**src/rtl/dma_loop_gen.sv**
```systemverilog
// AXI-Stream packet generator: emits pkt_count packets of pkt_len bytes with an
// incrementing data pattern starting at seed, tkeep on the final beat and tlast framing.
module dma_loop_gen #(
  parameter int AXI_DATA_WIDTH = 64
) (
  input  logic                        axi_clk,
  input  logic                        axi_rst_n,
  input  logic                        start,
  input  logic                        abort,
  input  logic [15:0]                 pkt_len,
  input  logic [15:0]                 pkt_count,
  input  logic [AXI_DATA_WIDTH-1:0]   seed,
  output logic                        busy,
  output logic                        done,
  output logic [31:0]                 tx_beats,
  output logic [AXI_DATA_WIDTH-1:0]   m_axis_mm2s_tdata,
  output logic [AXI_DATA_WIDTH/8-1:0] m_axis_mm2s_tkeep,
  output logic                        m_axis_mm2s_tvalid,
  output logic                        m_axis_mm2s_tlast,
  input  logic                        m_axis_mm2s_tready
);

  localparam int BE_WIDTH = AXI_DATA_WIDTH / 8;
  localparam int LG       = $clog2(BE_WIDTH);

  typedef enum logic [1:0] {IDLE, SEND, DONE} state_t;

  state_t                  state_q, state_d;
  logic [15:0]             len_q, len_d;
  logic [15:0]             cnt_q, cnt_d;
  logic [15:0]             beat_q, beat_d;
  logic [15:0]             pkt_q, pkt_d;
  logic [15:0]             nbeats_d;
  logic [15:0]             pkt_nxt;
  logic [AXI_DATA_WIDTH-1:0] data_q, data_d;
  logic [31:0]             txb_q, txb_d;
  logic [BE_WIDTH-1:0]     keep_q, keep_d;
  logic [BE_WIDTH-1:0]     one;
  logic [LG-1:0]           rem;
  logic                    valid_q, valid_d;
  logic                    last_q, last_d;
  logic                    busy_q, busy_d;
  logic                    done_q, done_d;
  logic                    accept;

  assign accept  = valid_q & m_axis_mm2s_tready;
  assign pkt_nxt = pkt_q + 16'd1;
  assign one     = BE_WIDTH'(1);

  always_ff @(posedge axi_clk or negedge axi_rst_n) begin
    if (!axi_rst_n) begin
      state_q <= IDLE;
      len_q   <= '0;
      cnt_q   <= '0;
      beat_q  <= '0;
      pkt_q   <= '0;
      data_q  <= '0;
      txb_q   <= '0;
      keep_q  <= '0;
      valid_q <= 1'b0;
      last_q  <= 1'b0;
      busy_q  <= 1'b0;
      done_q  <= 1'b0;
    end else begin
      state_q <= state_d;
      len_q   <= len_d;
      cnt_q   <= cnt_d;
      beat_q  <= beat_d;
      pkt_q   <= pkt_d;
      data_q  <= data_d;
      txb_q   <= txb_d;
      keep_q  <= keep_d;
      valid_q <= valid_d;
      last_q  <= last_d;
      busy_q  <= busy_d;
      done_q  <= done_d;
    end
  end

  always_comb begin
    state_d = state_q;
    case (state_q)
      IDLE: if (start) state_d = (pkt_len != '0 && pkt_count != '0) ? SEND : DONE;
      SEND: if (accept && last_q && (pkt_nxt == cnt_q || abort)) state_d = DONE;
      DONE: state_d = IDLE;
      default: state_d = IDLE;
    endcase
  end

  // Outputs are registered, so framing for the next beat is derived from the
  // next-state counters rather than the current ones.
  always_comb begin
    len_d  = len_q;
    cnt_d  = cnt_q;
    beat_d = beat_q;
    pkt_d  = pkt_q;
    data_d = data_q;
    txb_d  = txb_q;
    if (state_q == IDLE && start) begin
      txb_d = '0;
      if (state_d == SEND) begin
        len_d  = pkt_len;
        cnt_d  = pkt_count;
        data_d = seed;
        beat_d = '0;
        pkt_d  = '0;
      end
    end else if (state_q == SEND && accept) begin
      data_d = data_q + 1'b1;
      txb_d  = txb_q + 32'd1;
      if (last_q) begin
        beat_d = '0;
        pkt_d  = pkt_nxt;
      end else begin
        beat_d = beat_q + 16'd1;
      end
    end

    nbeats_d = (len_d >> LG) + {15'b0, |len_d[LG-1:0]};
    rem      = len_d[LG-1:0];
    valid_d  = (state_d == SEND);
    busy_d   = (state_d != IDLE);
    done_d   = (state_d == DONE);
    last_d   = valid_d && (beat_d == nbeats_d - 16'd1);
    if (!valid_d)                keep_d = '0;
    else if (last_d && rem != '0) keep_d = (one << rem) - one;
    else                         keep_d = '1;
  end

  assign busy               = busy_q;
  assign done               = done_q;
  assign tx_beats           = txb_q;
  assign m_axis_mm2s_tdata  = data_q;
  assign m_axis_mm2s_tkeep  = keep_q;
  assign m_axis_mm2s_tvalid = valid_q;
  assign m_axis_mm2s_tlast  = last_q;

endmodule

```
**config.mk**
```make
export PLATFORM = sky130hd
export DESIGN_NAME = dma_loop_gen
export DESIGN_NICKNAME = d
export VERILOG_FILES = /design/src/rtl/dma_loop_gen.sv
export SDC_FILE = /design/constraint.sdc
export NUM_CORES = 1
export LEC_CHECK = 0
export ABC_AREA = 1
export BUFFER_PORTS_ARGS = -buffer_cell sky130_fd_sc_hd__buf_4
export CAP_MARGIN = 40
export CORE_MARGIN = 3
export CORE_UTILIZATION = 50
export DETAILED_ROUTE_END_ITERATION = 7
export PLACE_DENSITY = 0.73
export SYNTH_ARGS = -nofsm -noshare
export SYNTH_HDL_FRONTEND = slang
export SYNTH_SLANG_ARGS = --single-unit
```
**constraint.sdc**
```tcl
create_clock -name axi_clk -period 11.71 [get_ports axi_clk]
set_clock_uncertainty 0.05 [all_clocks]
set_input_delay 2.342 -clock axi_clk [delete_from_list [all_inputs] [get_ports axi_clk]]
set_output_delay 2.342 -clock axi_clk [all_outputs]
set_load 0.03 [all_outputs]
```
* After elaboration in Yosys (flattened, before gate mapping)
Cells that the tools add are included.
Storage, ports and cells: bits in registers 174, bits in latches 0, RAM bits 0, ROM bits 0, input port bits 101, output and inout port bits 108, logic and storage cells 67, memories kept 0
Cells by class: $add $sub $neg 7, multipliers 0, div/mod/pow operators 0, order comparisons 0, eq/ne operators 6, shift operators 1, mux-type cells 21, bitwise logic cells 1, reductions and logical operators 19
Operator list (count):
- two-way mux 64 bit | 3
- two-way mux 16 bit | 10
- adder 64 x 1 -> 64 bit (second input constant) | 1
- two-way mux 32 bit | 2
- adder 16 x 1 -> 16 bit (second input constant) | 2
- adder 32 x 1 -> 32 bit (second input constant) | 1
- == test 16 bit | 2
- nonzero test 16 bit | 2
- two-way mux 8 bit | 2
- subtractor 14 x 1 -> 15 bit (second input constant) | 1
- adder 13 x 1 -> 14 bit | 1
- << shifter 1 x 3 -> 8 bit (first input constant) | 1
- subtractor 8 x 1 -> 8 bit (second input constant) | 1
- logical AND 1 bit | 7
- two-way mux 2 bit | 3
- nonzero test 2 bit | 3
- == test 2 x 1 -> 1 bit (second input constant) | 2
- one-hot mux 2 bit (2 select lines) | 1
- AND reduction 2 bit | 2
- AND reduction 3 bit | 1
- nonzero test 3 bit | 1
- OR reduction 3 bit | 1
- == test 2 bit (second input constant) | 1
- zero test 2 bit | 1
- other kinds (3) | 3

* Longest topological paths before layout
depth after elaboration 17, depth in mapped cells 29, gate-level depth less buffers 28

* Least setup slack after synthesis
Ideal clock, no wire load.
path type input port to flip-flop, from input port pkt_len[10], to register keep_q[1], in the netlist m_axis_mm2s_tkeep[1], library setup time 0.127 ns, data arrival time 5.535 ns, required time 11.533 ns, slack 5.998 ns, cell stages on the path 28, buffers on the path 1, cell sequence inv_1 -> nand3_1 -> nor3_2 -> nand2_1 -> nand2_2 -> nor2_4 -> buf_6 -> or2_2 -> o21ai_0 -> inv_1 -> nor2_1 -> inv_1 -> nor2_1 -> ha_1 -> ha_1 -> nand2_1 -> nor2_2 -> nand4_1 -> nand2_1 -> inv_1 -> nand2_1 -> nand2_1 -> nor2_1 -> nand2_1 -> nor2_1 -> nand2_1 -> o21ai_4 -> nand2_1
Between the ends: cells in the longest elaborated chain, start to end 16, elaborated cells between the ends (all ways) 21, classes of those cells add/sub (3); eq/ne (2); shift (1); mux (9); reduce/logical (6)
RTL lines:
- from (decl) | RTL line 10 | input logic [15:0] pkt_len,
- nonzero test 16 bit (*) | RTL line 83 | IDLE: if (start) state_d = (pkt_len != '0 && pkt_count != '0) ? SEND : DONE;
- logical AND 1 bit (*) | RTL line 83
- two-way mux 2 bit (*) (2 in a row) | RTL line 83
- one-hot mux 2 bit (2 select lines) (*) | RTL line 82 | case (state_q)
- == test 2 x 1 -> 1 bit (*) | RTL line 101 | if (state_d == SEND) begin
- two-way mux 16 bit (*) | RTL line 101
- two-way mux 16 bit (*) | RTL line 99 | if (state_q == IDLE && start) begin
- net len_d[2] | RTL line 29 | logic [15:0] len_q, len_d;
- OR reduction 3 bit | RTL line 119 | nbeats_d = (len_d >> LG) + {15'b0, |len_d[LG-1:0]};
- adder 13 x 1 -> 14 bit | RTL line 119
- subtractor 14 x 1 -> 15 bit | RTL line 124 | last_d = valid_d && (beat_d == nbeats_d - 16'd1);
- == test 16 bit | RTL line 124
- logical AND 1 bit | RTL line 124
- logical AND 1 bit | RTL line 126 | else if (last_d && rem != '0) keep_d = (one << rem) - one;
- two-way mux 8 bit (*) | RTL line 126
- two-way mux 8 bit (*) | RTL line 125 | if (!valid_d) keep_d = '0;
- net keep_d[1] | RTL line 37 | logic [BE_WIDTH-1:0] keep_q, keep_d;
- to (signal assigned) | RTL line 72 | keep_q <= keep_d;
- to (decl) | RTL line 37
The timed path passes the listed nets; every way through them passes the cells marked *. A chain may end at the register's enable or synchronous reset.

* Worst setup path after layout
from input port pkt_len[12], to register keep_q[1], in the netlist m_axis_mm2s_tkeep[1]
Same word-level chain as after synthesis.

==> flow_summary_export.csv <==
group,metric,value,unit
synth,yosys.area_share.xor_xnor,5.334,%
cts,htree_levels,4,
worst_setup_path,crit_fanout,23,
power_and_ir_drop,pwr-share-seq,33.8,%
die,row_count,54,
worst_setup_path,endpoint_kind,"register",
cts,holdBufCountCts,0,
die,die-area,24160,µm²
cts,clkTransAtPathRegs,0.08,ns
placement,place_hpwl,24.26,mm
worst_setup_path,slowest_delay,0.36,ns
hold_path,min_path_type,"register to register",
power_and_ir_drop,clockPowerShare,20.0,%
synth,synth-main-ff-cell,"dfrtp_1",
placement,placed_cell_area,13060,µm²
drt,postRouteAntennaNets,0,
grt,grt_overflow,0,
drt,viasPerCell,5.439,
power_and_ir_drop,pwr-share-comb,46.2,%
worst_setup_path,path_class,"primary input to register",
synth,syn-num-nets,1684,
synth,synth.distinct_cells,45,
synth,ys_seq_area_share,38.77,%
worst_setup_path,cp-start-kind,"primary input",
grt,grt_pass1_vias,10390,
synth,ys_warn_count,0,
grt,grt_pass1_wl,51.36,mm
die,die_h,155.4,µm
finish,area_delta_synth_final,22.68,%
worst_setup_path,cp_common_cell,"nand2_1",
synth,synth_fa_ha_area_share,0.7844,%
timing,period_needed,6.270,ns
timing,rsz0062_at_grt,"no",
power_and_ir_drop,leakage,0.006529,µW
timing,slew_violations,0,
synth,ys_seq_elements,173,
finish,final_cell_area,13700,µm²
timing,tightest_slew,0.8210,ns
power_and_ir_drop,p_int,1583,µW
synth,avgSynthCellArea,7.085,µm²
synth,synthMuxAreaShare,0,%
cts,clock_sinks,173,
timing,finalSetupTns,0,ns
timing,max_slew_margin,45.27,%
grt,grt_use_total,25.98,%
timing,min_period_over_period,53.54,%
die,die_w,155.4,µm
power_and_ir_drop,p_sw,1447,µW
grt,antenna_found_initial,1,
cts,cts_root_buf,"clkbuf_16",
synth,yosys.area_share.simple,35.94,%
cts,clock_latency,0.45,ns
die,start_util,51.01,%
placement,place_inst,2029,
drt,vias,11220,
timing,fin_ws,5.440,ns
drt,routedWlPerCell,15.47,µm
power_and_ir_drop,irDropWorstVdd,0.1029,mV
cts,cts_buffer_depth,2,
synth,netlist_area,11170,µm²
placement,gp_congestion,0.9336,
drt,drtIter0Drc,863,
synth,synth_top_family_by_area,"simple AND/OR/NAND/NOR gates",
drt,drc,0,
power_and_ir_drop,power.density,221.3,nW/µm²
power_and_ir_drop,swShare,47.75,%
cts,cts_buffers,17,
die,num_io_pins,209,
synth,async_reset_ff_share,100.0,%
cts,cts_setup_buffers,0,
synth,synth_edf_count,0,
drt,totalWireLength,31.90,mm
finish,n_fill_cell,1987,
cts,cts_tree,"built",
timing,hold_viol,0,
grt,grt_start_max_net_pins,89,
finish,fin_util,62.57,%
placement,portBuffers,208,
worst_setup_path,cpMaxStageDelayCell,"buf_4",
finish,finalNonFillerCells,2062,
timing,max_freq,159.5,MHz
timing,setup-violations-final,0,
synth,postSynthCellCount,1576,
run_status,outcome,"completed",
drt,first_pass_iters,5,
die,coreArea,21890,µm²
finish,layout.nets,1876,
worst_setup_path,required,11.99,ns
worst_setup_path,crit_arrival,6.55,ns
finish,drive_gt1_share,18.70,%
run,drv_cap,0,
cts,post_cts_resized,0,
synth,synth_compound_area_share,10.80,%
placement,pre_cts_ws,4.950,ns
worst_setup_path,r2r_cells,25,
hold_path,min_path_cells,1,
## layout make-up
| cell class | instances | area [µm²] | share of cell area, % |
|---|---|---|---|
| timing repair buffer | 220 | 1732 | 12.64 |
| antenna | 1 | 2.502 | 0.01827 |
| clock inverter | 15 | 214.0 | 1.562 |
| multi-input combinational | 1163 | 5921 | 43.22 |
| clock buffer | 17 | 425.4 | 3.106 |
| sequential | 173 | 4329 | 31.60 |
| inverter | 193 | 724.4 | 5.289 |
| tap | 280 | 350.3 | 2.558 |
## cell usage in the layout (no fill, tap or decap), types with 5 or more instances in the layout
cell type,n
buf_4,214
clkbuf_16,17
nor2_4,9
ha_1,7
nor2_2,9
inv_2,7
nand4_1,45
a22oi_1,5
nand2_2,16
a21oi_1,50
o211ai_1,11
xor2_1,56
nor4_1,17
nor3_2,8
dfrtp_1,173
nor2_1,174
a31oi_1,40
or2_2,8
xnor2_1,12
inv_8,6
nand3b_1,13
nor3_1,47
inv_1,185
nand3_1,107
o21ai_0,88
nand3_2,12
nand2_1,403
clkinv_8,6
## per-layer routing
metal	GRT usage [%]	wire length, µm
met3	4.339	1852
met4	9.921	1127
met5	0	0
met2	42.02	14950
met1	35.11	13970
## flip-flops by register name, indices dropped and copies added (netlist names), 2 cells and up
| signal | flops |
|---|---|
| m_axis_mm2s_tkeep | 8 |
| m_axis_mm2s_tdata | 64 |
| pkt_q | 16 |
| tx_beats | 32 |
| state_q | 2 |
| cnt_q | 16 |
| beat_q | 16 |
| len_q | 16 |
## kinds of logic after synthesis
group	count (synthesis)
AOI/OAI and AO/OA	212
xor gates and xnor gates	68
adders and majority gates	7
buffers and inverters	240
DFF	173
and+or+nand+nor	876
## worst max-delay path: cells and delay by family
family | cells | cell delay (ns)
AO/OA/AOI/OAI | 2 | 0.56
AND/OR/NAND/NOR | 18 | 2.31
buffers and inverters | 7 | 0.85
adder cells (fa/ha/maj) | 2 | 0.47
## power by group through the flow
stage	sequential [µW]	clock, µW	combinational, µW
6_report	1030	606	1400
3_3_place_gp	1030	0	1360
3_5_place_dp	1030	0	1390
2_1_floorplan	1200	0	748
4_1_cts	1020	613	1400
5_1_grt	1060	643	1550
## synthesized netlist by cell type (16+ instances only)
master / count / share of area, %
o21ai_0: 88 / 3.9
nand4_1: 45 / 2.5
nor2_1: 174 / 5.8
nand2_2: 16 / 0.90
a31oi_1: 40 / 2.2
dfrtp_1: 173 / 39
nor4_1: 17 / 0.95
nand3_1: 107 / 4.8
nor3_1: 47 / 2.1
clkbuf_1: 40 / 1.3
xor2_1: 56 / 4.4
inv_1: 186 / 6.3
nand2_1: 405 / 14
a21oi_1: 51 / 2.3
## final timing paths
check                             startpoint  slack [ns]                   end
worst max-delay path             pkt_len[12]        5.44  m_axis_mm2s_tkeep[1]
worst min-delay path            tx_beats[31]        0.43          tx_beats[31]
worst max register to register    state_q[1]        6.68  m_axis_mm2s_tkeep[1]
worst min register to register  tx_beats[31]        0.43          tx_beats[31]
max in group asynchronous          axi_rst_n        9.17           tx_beats[1]
min in group asynchronous          axi_rst_n        1.61             cnt_q[12]
## stage by stage
stage	total power, µW	hold WS [ns]
floorplan	1948	0.4051
global placement	2383	0.4076
detailed placement	2422	0.4262
CTS	3034	0.4361
global route	3253	0.4727
finish	3031	0.4281
Power figures use the tool's default switching activity.
